$ cat src/rtl/irq_rr_scheduler.sv
// irq_rr_scheduler
// Shares one IRQ request channel between CPU_NB CPUs in round-robin order.
// Each CPU's IRQ vector is watched for changes. The most recent changed value is
// held in a one-deep buffer until that CPU is granted the channel.
// Responses coming back on the channel are routed straight to the per-CPU o_irq
// outputs. Each CPU may issue at most TRANSACTION_NB requests, and o_done latches
// once every CPU has used its full budget and the channel is idle.
module irq_rr_scheduler #(
  parameter int CPU_NB         = 4,
  parameter int TRANSACTION_NB = 1000,
  parameter int IRQ_W          = 32,
  localparam int CPU_W         = (CPU_NB > 1) ? $clog2(CPU_NB) : 1,
  localparam int CNT_W         = $clog2(TRANSACTION_NB + 1)
) (
  input  logic                            clk,
  input  logic                            rst,
  input  logic [CPU_NB-1:0][IRQ_W-1:0]    i_irq,
  output logic [CPU_NB-1:0][IRQ_W-1:0]    o_irq,
  output logic                            o_req_valid,
  output logic [CPU_W-1:0]                o_req_cpu,
  output logic [IRQ_W-1:0]                o_req_irq,
  input  logic                            i_req_ready,
  input  logic                            i_resp_valid,
  input  logic [CPU_W-1:0]                i_resp_cpu,
  input  logic [IRQ_W-1:0]                i_resp_irq,
  output logic [CPU_NB-1:0]               o_drop,
  output logic                            o_done
);

  localparam logic [0:0] IDLE  = 1'b0;
  localparam logic [0:0] ISSUE = 1'b1;

  localparam logic [CNT_W-1:0] CNT_MAX  = CNT_W'(TRANSACTION_NB);
  localparam logic [CPU_W-1:0] LAST_CPU = CPU_W'(CPU_NB - 1);

  // Per-CPU change tracking and budget state
  logic [CPU_NB-1:0][IRQ_W-1:0] prevQ;
  logic [CPU_NB-1:0][IRQ_W-1:0] valQ, valD;
  logic [CPU_NB-1:0]            pendQ, pendD;
  logic [CPU_NB-1:0]            dropQ, dropD;
  logic [CPU_NB-1:0][CNT_W-1:0] cntQ, cntD;

  // Request channel and arbitration state
  logic [0:0]                   stateQ, stateD;
  logic [CPU_W-1:0]             rrPtrQ, rrPtrD;
  logic                         reqValidQ, reqValidD;
  logic [CPU_W-1:0]             reqCpuQ, reqCpuD;
  logic [IRQ_W-1:0]             reqIrqQ, reqIrqD;

  // Response routing and completion state
  logic [CPU_NB-1:0][IRQ_W-1:0] oIrqQ, oIrqD;
  logic                         doneQ, doneD;

  // Combinational helpers
  logic [CPU_NB-1:0]            underBudget;
  logic [CPU_NB-1:0]            change;
  logic [CPU_NB-1:0]            eligible;
  logic                         grantValid;
  logic [CPU_W-1:0]             grantCpu;
  logic                         respInRange;
  logic                         allAtBudget;

  // A CPU whose counter reached the budget neither registers changes nor competes for grants
  always_comb begin
    underBudget = '0;
    change      = '0;
    eligible    = '0;
    for (int c = 0; c < CPU_NB; c++) begin
      underBudget[c] = (cntQ[c] != CNT_MAX);
      change[c]      = (i_irq[c] != prevQ[c]) && underBudget[c];
      eligible[c]    = pendQ[c] && underBudget[c];
    end
  end

  // Round-robin search for the first eligible CPU starting at rrPtrQ, only while idle
  always_comb begin
    logic [CPU_W:0]   sum;
    logic [CPU_W-1:0] idx;
    sum        = '0;
    idx        = '0;
    grantValid = 1'b0;
    grantCpu   = '0;
    for (int i = 0; i < CPU_NB; i++) begin
      sum = {1'b0, rrPtrQ} + (CPU_W + 1)'(i);
      if (sum >= (CPU_W + 1)'(CPU_NB)) begin
        sum = sum - (CPU_W + 1)'(CPU_NB);
      end
      idx = sum[CPU_W-1:0];
      if (!grantValid && (stateQ == IDLE) && eligible[idx]) begin
        grantValid = 1'b1;
        grantCpu   = idx;
      end
    end
  end

  // Pending-buffer update: a grant empties the buffer, a change refills it.
  // A change landing on the grant edge re-arms the buffer without counting as a drop,
  // since the old value is leaving on the channel rather than being lost.
  always_comb begin
    logic granted;
    granted = 1'b0;
    pendD   = pendQ;
    valD    = valQ;
    dropD   = '0;
    cntD    = cntQ;
    for (int c = 0; c < CPU_NB; c++) begin
      granted = grantValid && (grantCpu == CPU_W'(c));
      if (granted) begin
        pendD[c] = 1'b0;
        if (cntQ[c] != CNT_MAX) begin
          cntD[c] = cntQ[c] + CNT_W'(1);
        end
      end
      if (change[c]) begin
        pendD[c] = 1'b1;
        valD[c]  = i_irq[c];
        dropD[c] = pendQ[c] && !granted;
      end
    end
  end

  // Request FSM: a grant loads the request registers and moves to ISSUE.
  // The FSM holds the request until it is accepted, then returns to IDLE for one bubble cycle.
  always_comb begin
    stateD    = stateQ;
    rrPtrD    = rrPtrQ;
    reqValidD = reqValidQ;
    reqCpuD   = reqCpuQ;
    reqIrqD   = reqIrqQ;
    case (stateQ)
      IDLE: begin
        if (grantValid) begin
          reqValidD = 1'b1;
          reqCpuD   = grantCpu;
          reqIrqD   = valQ[grantCpu];
          rrPtrD    = (grantCpu == LAST_CPU) ? '0 : grantCpu + CPU_W'(1);
          stateD    = ISSUE;
        end
      end
      ISSUE: begin
        if (i_req_ready) begin
          reqValidD = 1'b0;
          stateD    = IDLE;
        end
      end
      default: begin
        reqValidD = 1'b0;
        stateD    = IDLE;
      end
    endcase
  end

  // Response index check is only needed when CPU_NB does not fill the index space
  if ((1 << CPU_W) == CPU_NB) begin : gRespFullRange
    assign respInRange = 1'b1;
  end else begin : gRespPartialRange
    assign respInRange = (i_resp_cpu < CPU_W'(CPU_NB));
  end

  // Responses bypass the FSM and update the addressed CPU's output vector directly
  always_comb begin
    oIrqD = oIrqQ;
    if (i_resp_valid && respInRange) begin
      oIrqD[i_resp_cpu] = i_resp_irq;
    end
  end

  // Completion is sticky once every budget is spent and no request is outstanding
  always_comb begin
    allAtBudget = ~|underBudget;
    doneD       = doneQ | (allAtBudget && (stateQ == IDLE) && !reqValidQ);
  end

  // State registers with synchronous reset
  always_ff @(posedge clk) begin
    if (rst) begin
      prevQ     <= '0;
      valQ      <= '0;
      pendQ     <= '0;
      dropQ     <= '0;
      cntQ      <= '0;
      stateQ    <= IDLE;
      rrPtrQ    <= '0;
      reqValidQ <= 1'b0;
      reqCpuQ   <= '0;
      reqIrqQ   <= '0;
      oIrqQ     <= '0;
      doneQ     <= 1'b0;
    end else begin
      prevQ     <= i_irq;
      valQ      <= valD;
      pendQ     <= pendD;
      dropQ     <= dropD;
      cntQ      <= cntD;
      stateQ    <= stateD;
      rrPtrQ    <= rrPtrD;
      reqValidQ <= reqValidD;
      reqCpuQ   <= reqCpuD;
      reqIrqQ   <= reqIrqD;
      oIrqQ     <= oIrqD;
      doneQ     <= doneD;
    end
  end

  assign o_irq       = oIrqQ;
  assign o_req_valid = reqValidQ;
  assign o_req_cpu   = reqCpuQ;
  assign o_req_irq   = reqIrqQ;
  assign o_drop      = dropQ;
  assign o_done      = doneQ;

endmodule
$ cat config.mk
export PLATFORM = sky130hd
export DESIGN_NAME = irq_rr_scheduler
export DESIGN_NICKNAME = d
export VERILOG_FILES = /design/src/rtl/irq_rr_scheduler.sv
export SDC_FILE = /design/constraint.sdc
export NUM_CORES = 1
export LEC_CHECK = 0
export BUFFER_PORTS_ARGS = -buffer_cell sky130_fd_sc_hd__buf_4
export CORE_MARGIN = 3
export CORE_UTILIZATION = 45
export CTS_CLUSTER_DIAMETER = 120
export DETAILED_ROUTE_END_ITERATION = 10
export GPL_ROUTABILITY_DRIVEN = 0
export PLACE_DENSITY = 0.66
export REMOVE_ABC_BUFFERS = 1
export SYNTH_ARGS = -nofsm -noshare
export SYNTH_HDL_FRONTEND = slang
export SYNTH_SLANG_ARGS = --single-unit
$ cat constraint.sdc
create_clock -name clk -period 8.2 [get_ports clk]
set_clock_uncertainty 0.2 [all_clocks]
set_input_delay 0.82 -clock clk [delete_from_list [all_inputs] [get_ports clk]]
set_output_delay 0.82 -clock clk [all_outputs]
set_load 0.01 [all_outputs]
# Yosys cells after proc, flatten, opt, wreduce, memory -nomap -nowiden
# Cells that the tools add are included.
# Widths: inputs -> output; s select.
[totals]
latchBits = 0
in_bits = 166
memories = 0
ram_bits = 0
reg_bits = 471
out_inout_bits = 168
mem_bits_ro = 0
[op_classes]
reduce_logical = 51
bitwise_logic = 6
magnitude_cmp = 11
mul = 0
addsub = 12
div = 0
n_eq_ne = 13
n_mux = 40
shift = 0
[op_table]
columns = ["op", "count"]
rows = [
  ["$bwmux 128", 1],
  ["$ne 32x32->1", 4],
  ["$bmux 32 s2", 1],
  ["$demux 32 s2", 1],
  ["$mux 32", 2],
  ["$add 10x1->10 const B", 4],
  ["$ne 10x10->1 const B", 4],
  ["$logic_and 1x1->1", 26],
  ["$mux 1", 20],
  ["$lt 2x3->1 const B", 6],
  ["$mux 2", 9],
  ["$reduce_and 2->1", 6],
  ["$ge 3x3->1 const B", 3],
  ["$logic_not 1->1", 9],
  ["$bmux 1 s2", 4],
  ["$reduce_bool 2->1", 4],
  ["$reduce_or 2->1", 4],
  ["$sub 2x1->2 const B", 4],
  ["$add 2x2->3 const B", 2],
  ["$not 1->1", 5],
  ["$eq 2x2->1 const B", 2],
  ["$ne 2x2->1 const B", 2],
  ["$pmux 1 s2", 2],
  ["$reduce_or 4->1", 1],
  ["other kinds (7)", 7],
]

# Logic depth before layout (Yosys ltp)
# Gate-level depths: netlist of run 1.
[depth]
ltp_word = 22
mapped_depth = 19
mapped_depth_nobuf = 16

# Worst setup path before layout of run 1
# No wires, ideal clock.
[synth_path]
kind = "register to register"
start = "register cntQ[20] (netlist bit)"
end = "register cntQ[26] (netlist bit)"
path_stages_with_launch = 17
arrival_ps = 3439
slack_ps = 4434
period_less_slack_ps = 3766
path_cell_list = "dfxtp_1 > inv_1 > ha_1 > a41oi_2 > nor3_1 > a311oi_2 > nor2_1 > o31a_2 > buf_2 > buf_6 > buf_6 > inv_1 > ha_1 > o31ai_1 > or4_1 > xor2_1 > nor2_1"
[synth_between]
elab_chain_cells = 21
elab_cells_between_ends = 32
classes_between = "add/sub (1); eq/ne (2); mux (16); reduce/logical (13)"
[synth_rtl]
columns = ["item", "line", "source"]
rows = [
  ["start, declared", "41", "logic [CPU_NB-1:0][CNT_W-1:0] cntQ, cntD;"],
  ["start signal, assigned", "194", "cntQ <= cntD;"],
  ["$ne 10x10->1 (*)", "69", "underBudget[c] = (cntQ[c] != CNT_MAX);"],
  ["$logic_and 1x1->1 (*)", "71", "eligible[c] = pendQ[c] && underBudget[c];"],
  ["$bmux 1 s2", "89", "if (!grantValid && (stateQ == IDLE) && eligible[idx]) begin"],
  ["$mux 1 (implied by the code)", "89", ""],
  ["$logic_and 1x1->1", "89", ""],
  ["$mux 1", "89", ""],
  ["$logic_not 1->1", "89", ""],
  ["$logic_and 1x1->1 (2 in a row)", "89", ""],
  ["[4 not listed]", "-", ""],
  ["$mux 1", "89", ""],
  ["$logic_not 1->1", "89", ""],
  ["$logic_and 1x1->1 (2 in a row)", "89", ""],
  ["$mux 2 (*)", "89", ""],
  ["named net grantCpu[0]", "59", "logic [CPU_W-1:0] grantCpu;"],
  ["$eq 2x2->1 (*)", "107", "granted = grantValid && (grantCpu == CPU_W'(c));"],
  ["$logic_and 1x1->1 (*)", "107", ""],
  ["$reduce_and 2->1 (no source line) (*)", "-", ""],
]
# Mark *: on every way through the listed nets, which the timed path passes. The rest lies on a longest branch. The select of a mux whose other input is x is not followed.
# A chain may end at the register's enable or synchronous reset.

# Worst setup path after layout of run 1
[layout_path]
start = "register cntQ[20] (netlist bit)"
end = "register cntQ[19] (netlist bit)"
[layout_between]
elab_chain_cells = 21
elab_cells_between_ends = 31
classes_between = "eq/ne (2); mux (16); reduce/logical (13)"
[layout_rtl]
columns = ["item", "line"]
rows = [
  ["$ne 10x10->1 (*)", "69"],
  ["$logic_and 1x1->1 (*)", "71"],
  ["$bmux 1 s2", "89"],
  ["$mux 1 (implied by the code)", "89"],
  ["$logic_and 1x1->1", "89"],
  ["$mux 1", "89"],
  ["$logic_not 1->1", "89"],
  ["$logic_and 1x1->1 (2 in a row)", "89"],
  ["[2 not listed]", "-"],
  ["$logic_and 1x1->1 (2 in a row)", "89"],
  ["$mux 1", "89"],
  ["$logic_not 1->1", "89"],
  ["$logic_and 1x1->1 (2 in a row)", "89"],
  ["$mux 2", "89"],
  ["$eq 2x1->1", "107"],
  ["$logic_and 1x1->1 (*)", "107"],
  ["$reduce_and 2->1 (no source line) (*)", "-"],
]
# Every way passes the cells marked *; elsewhere a longest branch is shown, timed or not. The select of a mux whose other input is x is not followed.

==> results of run 1 <==
-- cells by family after synthesis --
family,Yosys count
and+or+nand+nor,749
buffers and inverters,136
xor gates and xnor gates,160
adders and majority gates,12
muxes,197
DFF,471
AOI/OAI and AO/OA,211
-- routing by layer --
metal | up-vias | GRT usage [%] | part of all wire [%]
li1 | 7044 | - | -
met3 | 95 | 6.58 | 7.5
met1 | 6762 | 28.7 | 42
met5 | - | 0 | 0.28
met2 | 443 | 38.5 | 47
met4 | 18 | 7.76 | 3.1
-- power groups by stage --
stage	clock network (µW)	logic [µW]	registers, µW
after floorplan	0	867	2670
after global placement	0	1410	2670
after detailed placement	0	1440	2670
after CTS	2320	1440	2620
after global routing	2420	1560	2640
final	2280	1430	2620
-- state kept, by name (all words and copies together) (netlist names) --
| register | cells |
|---|---|
| pendQ | 4 |
| o_irq | 128 |
| stateQ | 1 |
| o_req_cpu | 2 |
| o_req_valid | 1 |
| o_done | 1 |
| rrPtrQ | 2 |
| o_drop | 4 |
| prevQ | 128 |
| cntQ | 40 |
| o_req_irq | 32 |
| valQ | 128 |
-- stage by stage --
| step | hold WS [ns] | worst slack, ns | instance area [µm²] | std cells | power [µW] |
|---|---|---|---|---|---|
| global route | 0.247 | 3.06 | 23000 | 2784 | 6610 |
| finish | 0.255 | 3.40 | 23000 | 2785 | 6330 |
| CTS | 0.240 | 3.38 | 23000 | 2782 | 6390 |
| global placement | 0.243 | 3.54 | 21300 | 2693 | 4080 |
| detailed placement | 0.248 | 3.42 | 21300 | 2693 | 4110 |
| floorplan | 0.238 | 2.76 | 18000 | 1819 | 3530 |
-- path summary, 6_finish.rpt --
check	end	slack (ns)	cells past startpoint
worst max-delay path	cntQ[19]	3.40	11
worst min-delay path	o_irq[27]	0.26	2
worst max register to register	cntQ[19]	3.40	11
worst min register to register	o_irq[27]	0.26	2
-- layout make-up --
class | instances | area [µm²]
well taps | 525 | 657
multi-input cells | 1329 | 8560
repair buffers | 349 | 2630
inverters | 19 | 71.3
flip-flops and latches | 471 | 9430
clock buffers | 73 | 1420
clock inverters | 16 | 246
diodes | 3 | 7.51
fillers | 3545 | 17200
-- placed cells by master, fill, tap and decap left out, drive strengths merged, types with 3 or more instances in the layout --
| cell type | Yosys | routed |
|---|---|---|
| or2 | 4 | 4 |
| o221ai | 33 | 33 |
| and3 | 7 | 7 |
| buf | 22 | 349 |
| clkbuf | 95 | 73 |
| nor2b | 128 | 128 |
| mux2i | 197 | 197 |
| o21ai | 10 | 10 |
| nor3 | 16 | 16 |
| nor2 | 177 | 177 |
| xnor2 | 15 | 15 |
| clkinv | 0 | 7 |
| nand3 | 19 | 19 |
| dfxtp | 471 | 471 |
| inv | 19 | 21 |
| or3 | 7 | 7 |
| a21oi | 144 | 144 |
| o31ai | 4 | 4 |
| or4 | 4 | 4 |
| nor4 | 39 | 39 |
| xor2 | 145 | 145 |
| diode | 0 | 3 |
| or3b | 3 | 3 |
| o31a | 4 | 4 |
| ha | 12 | 12 |
| bufinv | 0 | 5 |
| nand4 | 21 | 21 |
| nand2 | 314 | 314 |
-- worst max-delay path: cells and delay by family, from the launching register on --
family	cells	cell delay (ns)
compound gates	4	2.12
fa+ha+maj	2	0.63
buf+inv	1	0.09
flops	1	0.38
simple gates	4	1.27
==> results.py, run 1 <==
metrics = {
    "status": {
        "outcome": "completed",
    },
    "worst_setup_path": {
        "worst_ep_required_time_ns": 8.48,
        "rr_startpoint": "cntQ[20]",
        "end_kind": "flop",
        "critPathLaunch": "cntQ[20]",
        "cp_data_arrival_time_ns": 5.08,
        "startpoint_type": "flop",
        "critical_path_class": "reg2reg",
        "crit_fanout": 35,
        "crit_slowest_cell": "a31oi_1",
        "slowest_delay_ns": 0.93,
        "path_cells": "inv_1, ha_1, a41oi_2, or3b_1, a31oi_1, o31a_4, ha_1, nand4_1, nor3_1, or3b_1, a21oi_1",
    },
    "power_and_ir_drop": {
        "pwr-share-clk_pct": 35.9,
        "swShare_pct": 30.0,
        "p_sw_uw": 1900,
        "ir_drop_v": 0.000154,
        "power.density_nw_per_um2": 275,
        "leakage_uw": 0.00926,
        "intPower_uw": 4430,
        "p_seq_share_pct": 41.4,
        "p_comb_share_pct": 22.6,
    },
    "global_routing": {
        "antenna_found_initial": 12,
        "grtUsageTotal_pct": 23.0,
        "grt_max_degree": 114,
        "grt-ovfl-total": 0,
        "grt_pass1_wl_um": 80400,
        "first_global_vias": 14100,
    },
    "route": {
        "wl_um": 52200,
        "dr.first_iter.drc_count": 986,
        "firstDrtPassIters": 5,
        "postRouteAntennaNets": 0,
        "vias": 14400,
        "viasPerCell": 5.16,
        "wl_per_cell_um": 18.8,
        "drcViolationCount": 0,
    },
    "clock_tree": {
        "worstSkewPairLatency_ns": 0.59,
        "cts_buffers": 48,
        "clk_pin_slew_worst_paths_ns": 0.06,
        "cts_hold_buf": 0,
        "htreeDepth": 2,
        "root_buffer": "clkbuf_16",
        "cts_tree": "built",
        "cts_resized": 0,
        "cts_setup_buffers": 0,
        "cts.sinks": 471,
        "clockBufferDepth": 3,
    },
    "layout": {
        "final_nets": 2396,
        "area.growth.synth_to_final_pct": 24.1,
        "drive_above_1_share_pct": 21.4,
        "fin_util_pct": 57.3,
    },
    "sta": {
        "setup_tns_ns": 0,
        "rsz0062_at_grt": "no",
        "period_needed_ns": 4.80,
        "clock.fmax_ghz": 0.208,
        "drv_slew": 0,
        "period_share_pct": 58.5,
        "hold_viol": 0,
        "worstMarginPinSlew_ns": 1.15,
        "setup_viol_count_final": 0,
        "slew_headroom_pct": 22.8,
    },
    "yosys": {
        "ys_seq_area_share_pct": 50.9,
        "syn_avg_cell_area_um2": 9.58,
        "synth_edf_count": 0,
        "muxShareOfSynthArea_pct": 10.6,
        "synthSimpleGateAreaFrac_pct": 18.8,
        "synth.cell_area_um2": 18500,
        "yosysMostFrequentCell": "dfxtp_1",
        "async_flop_share_pct": 0,
        "synth_top_family_by_area": "simple AND/OR/NAND/NOR gates",
        "synth_top_area_cell": "dfxtp_1",
        "synthTopCellsByArea": "dfxtp_1 51%, mux2i_1 11%, xor2_1 6.8%, nand2_1 6.4%, nor2b_1 4.3%",
        "synthCells": 1936,
        "synth_top_cells_by_count": "471 x dfxtp_1, 314 x nand2_1, 197 x mux2i_1",
        "yosysTopAreaCellShare_pct": 50.9,
        "synth-compound-area-share_pct": 8.03,
        "ys.flop_type": "dfxtp_1",
        "synth_fa_ha_area_share_pct": 0.810,
        "ys_types": 62,
        "synth_xor_area_share_pct": 7.56,
        "yosysWarnings": 0,
        "synth-seq-cells": 471,
    },
    "floorplanning": {
        "rows": 73,
        "die-area_um2": 43700,
        "start_util_pct": 46.1,
        "die_h_um": 209,
        "core_um2": 40200,
        "io_pins": 334,
        "fp.dieW_um": 209,
    },
    "placement": {
        "dp_hpwl_um": 36900,
        "portBuffers": 333,
    },
    "run": {
        "max_cap_violations": 0,
    },
    "hold_path": {
        "min_from": "o_irq[27]",
        "hold_class": "reg2reg",
    },
}
No activity file was read; power rests on OpenSTA's default activity.
==> run 2, diff against run 1 <==
- PLACE_DENSITY: 0.66 -> 0.68
- clock period: 8.2 -> 3.8 ns (I/O delays scaled with it)
==> run 2 against run 1 <==
Net effect:
- clock power increased by 110%
- combinational power is 140% higher
- via count up 7.3%
- first-iteration DRC count fell by 7.6%
- critical endpoint unchanged
==> results.py, run 2 (synthesis results as in run 1) <==
metrics = {
    "global_routing": {
        "antenna_found_initial": 8,
        "grtUsageTotal_pct": 23.9,
        "grt_pass1_wl_um": 84400,
        "grt-ovfl-total": 0,
        "grt_max_degree": 172,
        "first_global_vias": 15200,
    },
    "worst_setup_path": {
        "end_kind": "flop",
        "crit_fanout": 6,
        "critical_path_class": "reg2reg",
        "cp_data_arrival_time_ns": 3.91,
        "worst_ep_required_time_ns": 4.09,
        "reg2regPathDepth": 14,
        "startpoint_type": "flop",
    },
    "clock_tree": {
        "cts.sinks": 471,
        "cts_tree": "built",
        "cts_buffers": 50,
        "htreeDepth": 2,
        "worstSkewPairLatency_ns": 0.59,
        "clk_pin_slew_worst_paths_ns": 0.06,
        "root_buffer": "clkbuf_16",
        "clockBufferDepth": 3,
    },
    "status": {
        "outcome": "completed",
    },
    "layout": {
        "final_common_cell": "dfxtp_1",
        "fillers": 3259,
        "multi_input_area_um2": 8660,
        "final_cell_mix": "471 x dfxtp_1, 364 x buf_4, 314 x nand2_1",
        "instances_no_fill": 2978,
        "drive_above_1_share_pct": 21.2,
        "area.growth.synth_to_final_pct": 34.9,
        "fin_util_pct": 62.2,
        "ff_latch_area_um2": 9430,
        "design_area_um2": 25000,
        "final_nets": 2587,
    },
    "route": {
        "wl_per_cell_um": 18.3,
        "viasPerCell": 5.18,
        "dr.first_iter.drc_count": 911,
        "wl_um": 54600,
        "postRouteAntennaNets": 0,
        "drcViolationCount": 0,
        "vias": 15400,
        "firstDrtPassIters": 5,
    },
    "hold_path": {
        "hold_depth": 4,
        "hold_class": "in2reg",
    },
    "sta": {
        "holdWs_ns": 0.108,
        "setup_tns_ns": 0,
        "setup_viol_count_final": 0,
        "hold_viol": 0,
        "slew_headroom_pct": 38.3,
        "period_share_pct": 95.2,
        "drv_slew": 0,
        "period_needed_ns": 3.62,
        "worstMarginPinSlew_ns": 0.925,
        "clock.fmax_ghz": 0.276,
    },
    "power_and_ir_drop": {
        "leakage_uw": 0.0101,
        "power.density_nw_per_um2": 559,
        "p_seq_share_pct": 40.4,
        "intPower_uw": 9750,
        "p_sw_uw": 4220,
        "pwr-share-clk_pct": 34.7,
        "p_comb_share_pct": 24.9,
        "ir_drop_v": 0.000546,
        "swShare_pct": 30.2,
    },
    "floorplanning": {
        "die_h_um": 209,
        "rows": 73,
        "fp.dieW_um": 209,
        "core_um2": 40200,
        "io_pins": 334,
        "die-area_um2": 43700,
        "start_util_pct": 46.1,
    },
    "placement": {
        "placed_cell_area_um2": 21500,
        "portBuffers": 333,
        "dp_hpwl_um": 37000,
        "dp_cells": 2712,
    },
    "run": {
        "max_cap_violations": 0,
    },
}
-- run 2: cell types whose count changed in the layout (fill, tap and decap cells not counted), moves of 3 or more --
cell / delta
bufinv_16: -3
buf_4: +16
nor4_2: +3
nor4_1: -5
buf_12: +5
clkbuf_16: +4
dlygate4sd3_1: +168
clkinv_2: +4
-- run 2: routing by layer --
layer | part of all wire, % | vias up | track usage [%]
li1 | - | 7433 | -
met1 | 42 | 7361 | 30.1
met2 | 48 | 499 | 40.0
met3 | 5.8 | 116 | 4.56
met4 | 4.0 | 6 | 10.3
met5 | 0.051 | - | 0
-- run 2: path summary, 6_finish.rpt --
check	startpoint	end	slack, ns
min	i_resp_cpu[1]	o_irq[59]	0.11
max	cntQ[10]	cntQ[19]	0.18
min reg2reg	o_irq[80]	o_irq[80]	0.26
max reg2reg	cntQ[10]	cntQ[19]	0.18
-- run 2: power groups by stage --
stage	logic, µW	clock network (µW)	registers [µW]
finish	3480	4850	5650
global route	3740	5140	5690
CTS	3430	4950	5640
detailed placement	3270	0	5740
global placement	3190	0	5730
floorplan	1870	0	5750
-- run 2: layout make-up --
type / count / area share [%]
multi-input cells: 1329 / 34.6
repair buffers: 538 / 18.1
well taps: 525 / 2.63
inverters: 19 / 0.285
clock buffers: 78 / 6.03
flip-flops and latches: 471 / 37.7
diodes: 5 / 0.0500
clock inverters: 13 / 0.570
-- run 2: worst max-delay path, stage by stage, from the launching register on --
cell	delay (ns)
dfxtp_1	0.33
inv_1	0.10
ha_1	0.16
inv_1	0.06
o31a_1	0.35
or3b_1	0.45
a31oi_4	0.28
and2_2	0.19
o32a_1	0.16
or2_4	0.14
ha_1	0.20
nand4_1	0.15
nor3_1	0.26
or3b_1	0.37
a21oi_1	0.13
-- run 2: stage by stage --
stage	total power, µW	setup slack [ns]
2_1_floorplan	7620	-1.20
3_3_place_gp	8920	0.116
3_5_place_dp	9010	-0.0110
4_1_cts	14000	0.0125
5_1_grt	14600	-0.0458
6_report	14000	0.183
-- run 2: repair_timing --
| item | 4_1_cts | 5_1_grt |
|---|---|---|
| hold buffers | 168 | 0 |
| gates resized for setup | 0 | 19 |
| buffers inserted | 0 | 2 |
| endpoints found under the setup margin | 2 | 29 |
| endpoints found under the hold margin | 386 | 0 |
| pin swaps | 1 | 1 |
==> run 3, diff against run 2 <==
- HOLD_SLACK_MARGIN: default -> 0.15
==> run 3 against run 2 <==
Net effect:
- sequential cell count unchanged
- design area up 0.20%
- count of clock-buffer cells in the layout unchanged
- clock power about the same
- sequential share of layout area down 0.075 points
- largest cell class unchanged
==> results.py, run 3 (synthesis results as in run 1) <==
metrics = {
    "layout": {
        "instances_no_fill": 2983,
        "final_cell_mix": "471 x dfxtp_1, 364 x buf_4, 314 x nand2_1",
        "final_nets": 2592,
        "drive_above_1_share_pct": 21.1,
        "area.growth.synth_to_final_pct": 35.2,
        "final_common_cell": "dfxtp_1",
    },
    "floorplanning": {
        "die-area_um2": 43700,
        "core_um2": 40200,
        "start_util_pct": 46.1,
        "die_h_um": 209,
        "rows": 73,
        "io_pins": 334,
        "fp.dieW_um": 209,
    },
    "worst_setup_path": {
        "critical_path_class": "reg2reg",
        "cp_data_arrival_time_ns": 3.85,
        "rr_startpoint": "cntQ[35]",
        "r2r_setup_slack_ns": 0.18,
        "crit_fanout": 8,
        "end_kind": "flop",
        "startpoint_type": "flop",
        "r2r_end": "cntQ[27]",
        "worst_ep_required_time_ns": 4.04,
        "reg2regPathDepth": 15,
    },
    "route": {
        "vias": 15400,
        "drcViolationCount": 0,
        "firstDrtPassIters": 5,
        "postRouteAntennaNets": 0,
        "viasPerCell": 5.18,
        "dr.first_iter.drc_count": 959,
        "wl_um": 54800,
        "wl_per_cell_um": 18.4,
    },
    "clock_tree": {
        "cts_tree": "built",
        "clk_pin_slew_worst_paths_ns": 0.06,
        "root_buffer": "clkbuf_16",
        "htreeDepth": 2,
        "cts_buffers": 50,
        "clockBufferDepth": 3,
        "worstSkewPairLatency_ns": 0.59,
        "cts.sinks": 471,
    },
    "global_routing": {
        "first_global_vias": 15200,
        "antenna_found_initial": 8,
        "grt_pass1_wl_um": 84600,
        "grtUsageTotal_pct": 23.9,
        "grt_max_degree": 172,
        "grt-ovfl-total": 0,
    },
    "power_and_ir_drop": {
        "leakage_uw": 0.0102,
        "ir_drop_v": 0.000547,
        "power.density_nw_per_um2": 558,
    },
    "hold_path": {
        "min_to": "o_irq[45]",
        "min_from": "i_resp_valid",
        "hold_depth": 5,
        "hold_class": "in2reg",
    },
    "sta": {
        "holdWs_ns": 0.222,
        "period_needed_ns": 3.62,
        "period_share_pct": 95.2,
        "setup_tns_ns": 0,
        "hold_viol": 0,
        "drv_slew": 0,
        "setup_viol_count_final": 0,
        "slew_headroom_pct": 37.0,
        "worstMarginPinSlew_ns": 0.945,
        "clock.fmax_ghz": 0.277,
    },
    "placement": {
        "dp_hpwl_um": 37000,
        "dp_cells": 2712,
        "portBuffers": 333,
    },
    "status": {
        "outcome": "completed",
    },
    "run": {
        "max_cap_violations": 0,
    },
}
## run 3: cell type report
| class | instances | area, µm² |
|---|---|---|
| inverters | 19 | 71.3 |
| flip-flops and latches | 471 | 9430 |
| fillers | 3249 | 15100 |
| diodes | 5 | 12.5 |
| clock inverters | 13 | 143 |
| well taps | 525 | 657 |
| multi-input cells | 1329 | 8660 |
| repair buffers | 543 | 4580 |
| clock buffers | 78 | 1510 |
## run 3: through the flow
step	instance area, µm²	power [µW]	util, %	setup WS [ns]
after floorplan	18000	7620	-	-1.20
after global placement	21500	8920	53.6	0.116
after detailed placement	21500	9010	53.6	-0.0110
after CTS	24900	14000	62.0	0.0125
after global routing	25100	14600	62.4	-0.0458
final	25100	14000	62.4	0.184
## run 3: how the worst max path moves through the flow
| stage | start | end | depth (start not counted) |
|---|---|---|---|
| after CTS | cntQ[35] | cntQ[38] | 14 |
| final | cntQ[35] | cntQ[27] | 15 |
| after global placement | cntQ[30] | cntQ[39] | 16 |
| after floorplan | i_irq[11] | valQ[0] | 6 |
| after detailed placement | cntQ[30] | cntQ[38] | 16 |
| after global routing | cntQ[20] | cntQ[27] | 15 |
## run 3: repair_timing
action	CTS	global route
setup buffers	0	2
pin swaps	1	1
hold endpoints to repair	386	0
hold buffers	173	0
gates resized for setup	0	19
endpoints found under the setup margin	2	29
## run 3: worst max-delay path, cell delays in order, from the launching register on
cell     delay, ns
dfxtp_1       0.40
nand4_2       0.17
o41ai_4       0.54
buf_4         0.20
and3_2        0.17
nor4_2        0.06
a21o_1        0.19
o32a_1        0.17
or2_4         0.26
inv_2         0.07
ha_2          0.18
o31ai_1       0.09
buf_4         0.19
nor4_1        0.36
xnor2_1       0.17
nor2_1        0.06
## run 3: report_power, final
group / switching (µW) / leakage [µW] / internal, µW
Combinational: 1950 / 0.00545 / 1540
Sequential: 297 / 0.00388 / 5350
Clock: 1990 / 0.000813 / 2860
## run 3: metal layers
layer	routed length (µm)	vias up	track usage, %
met1	23300	7411	30.2
li1	-	7446	-
met5	28	-	0
met3	3030	121	4.56
met4	2260	6	10.4
met2	26200	455	40.0
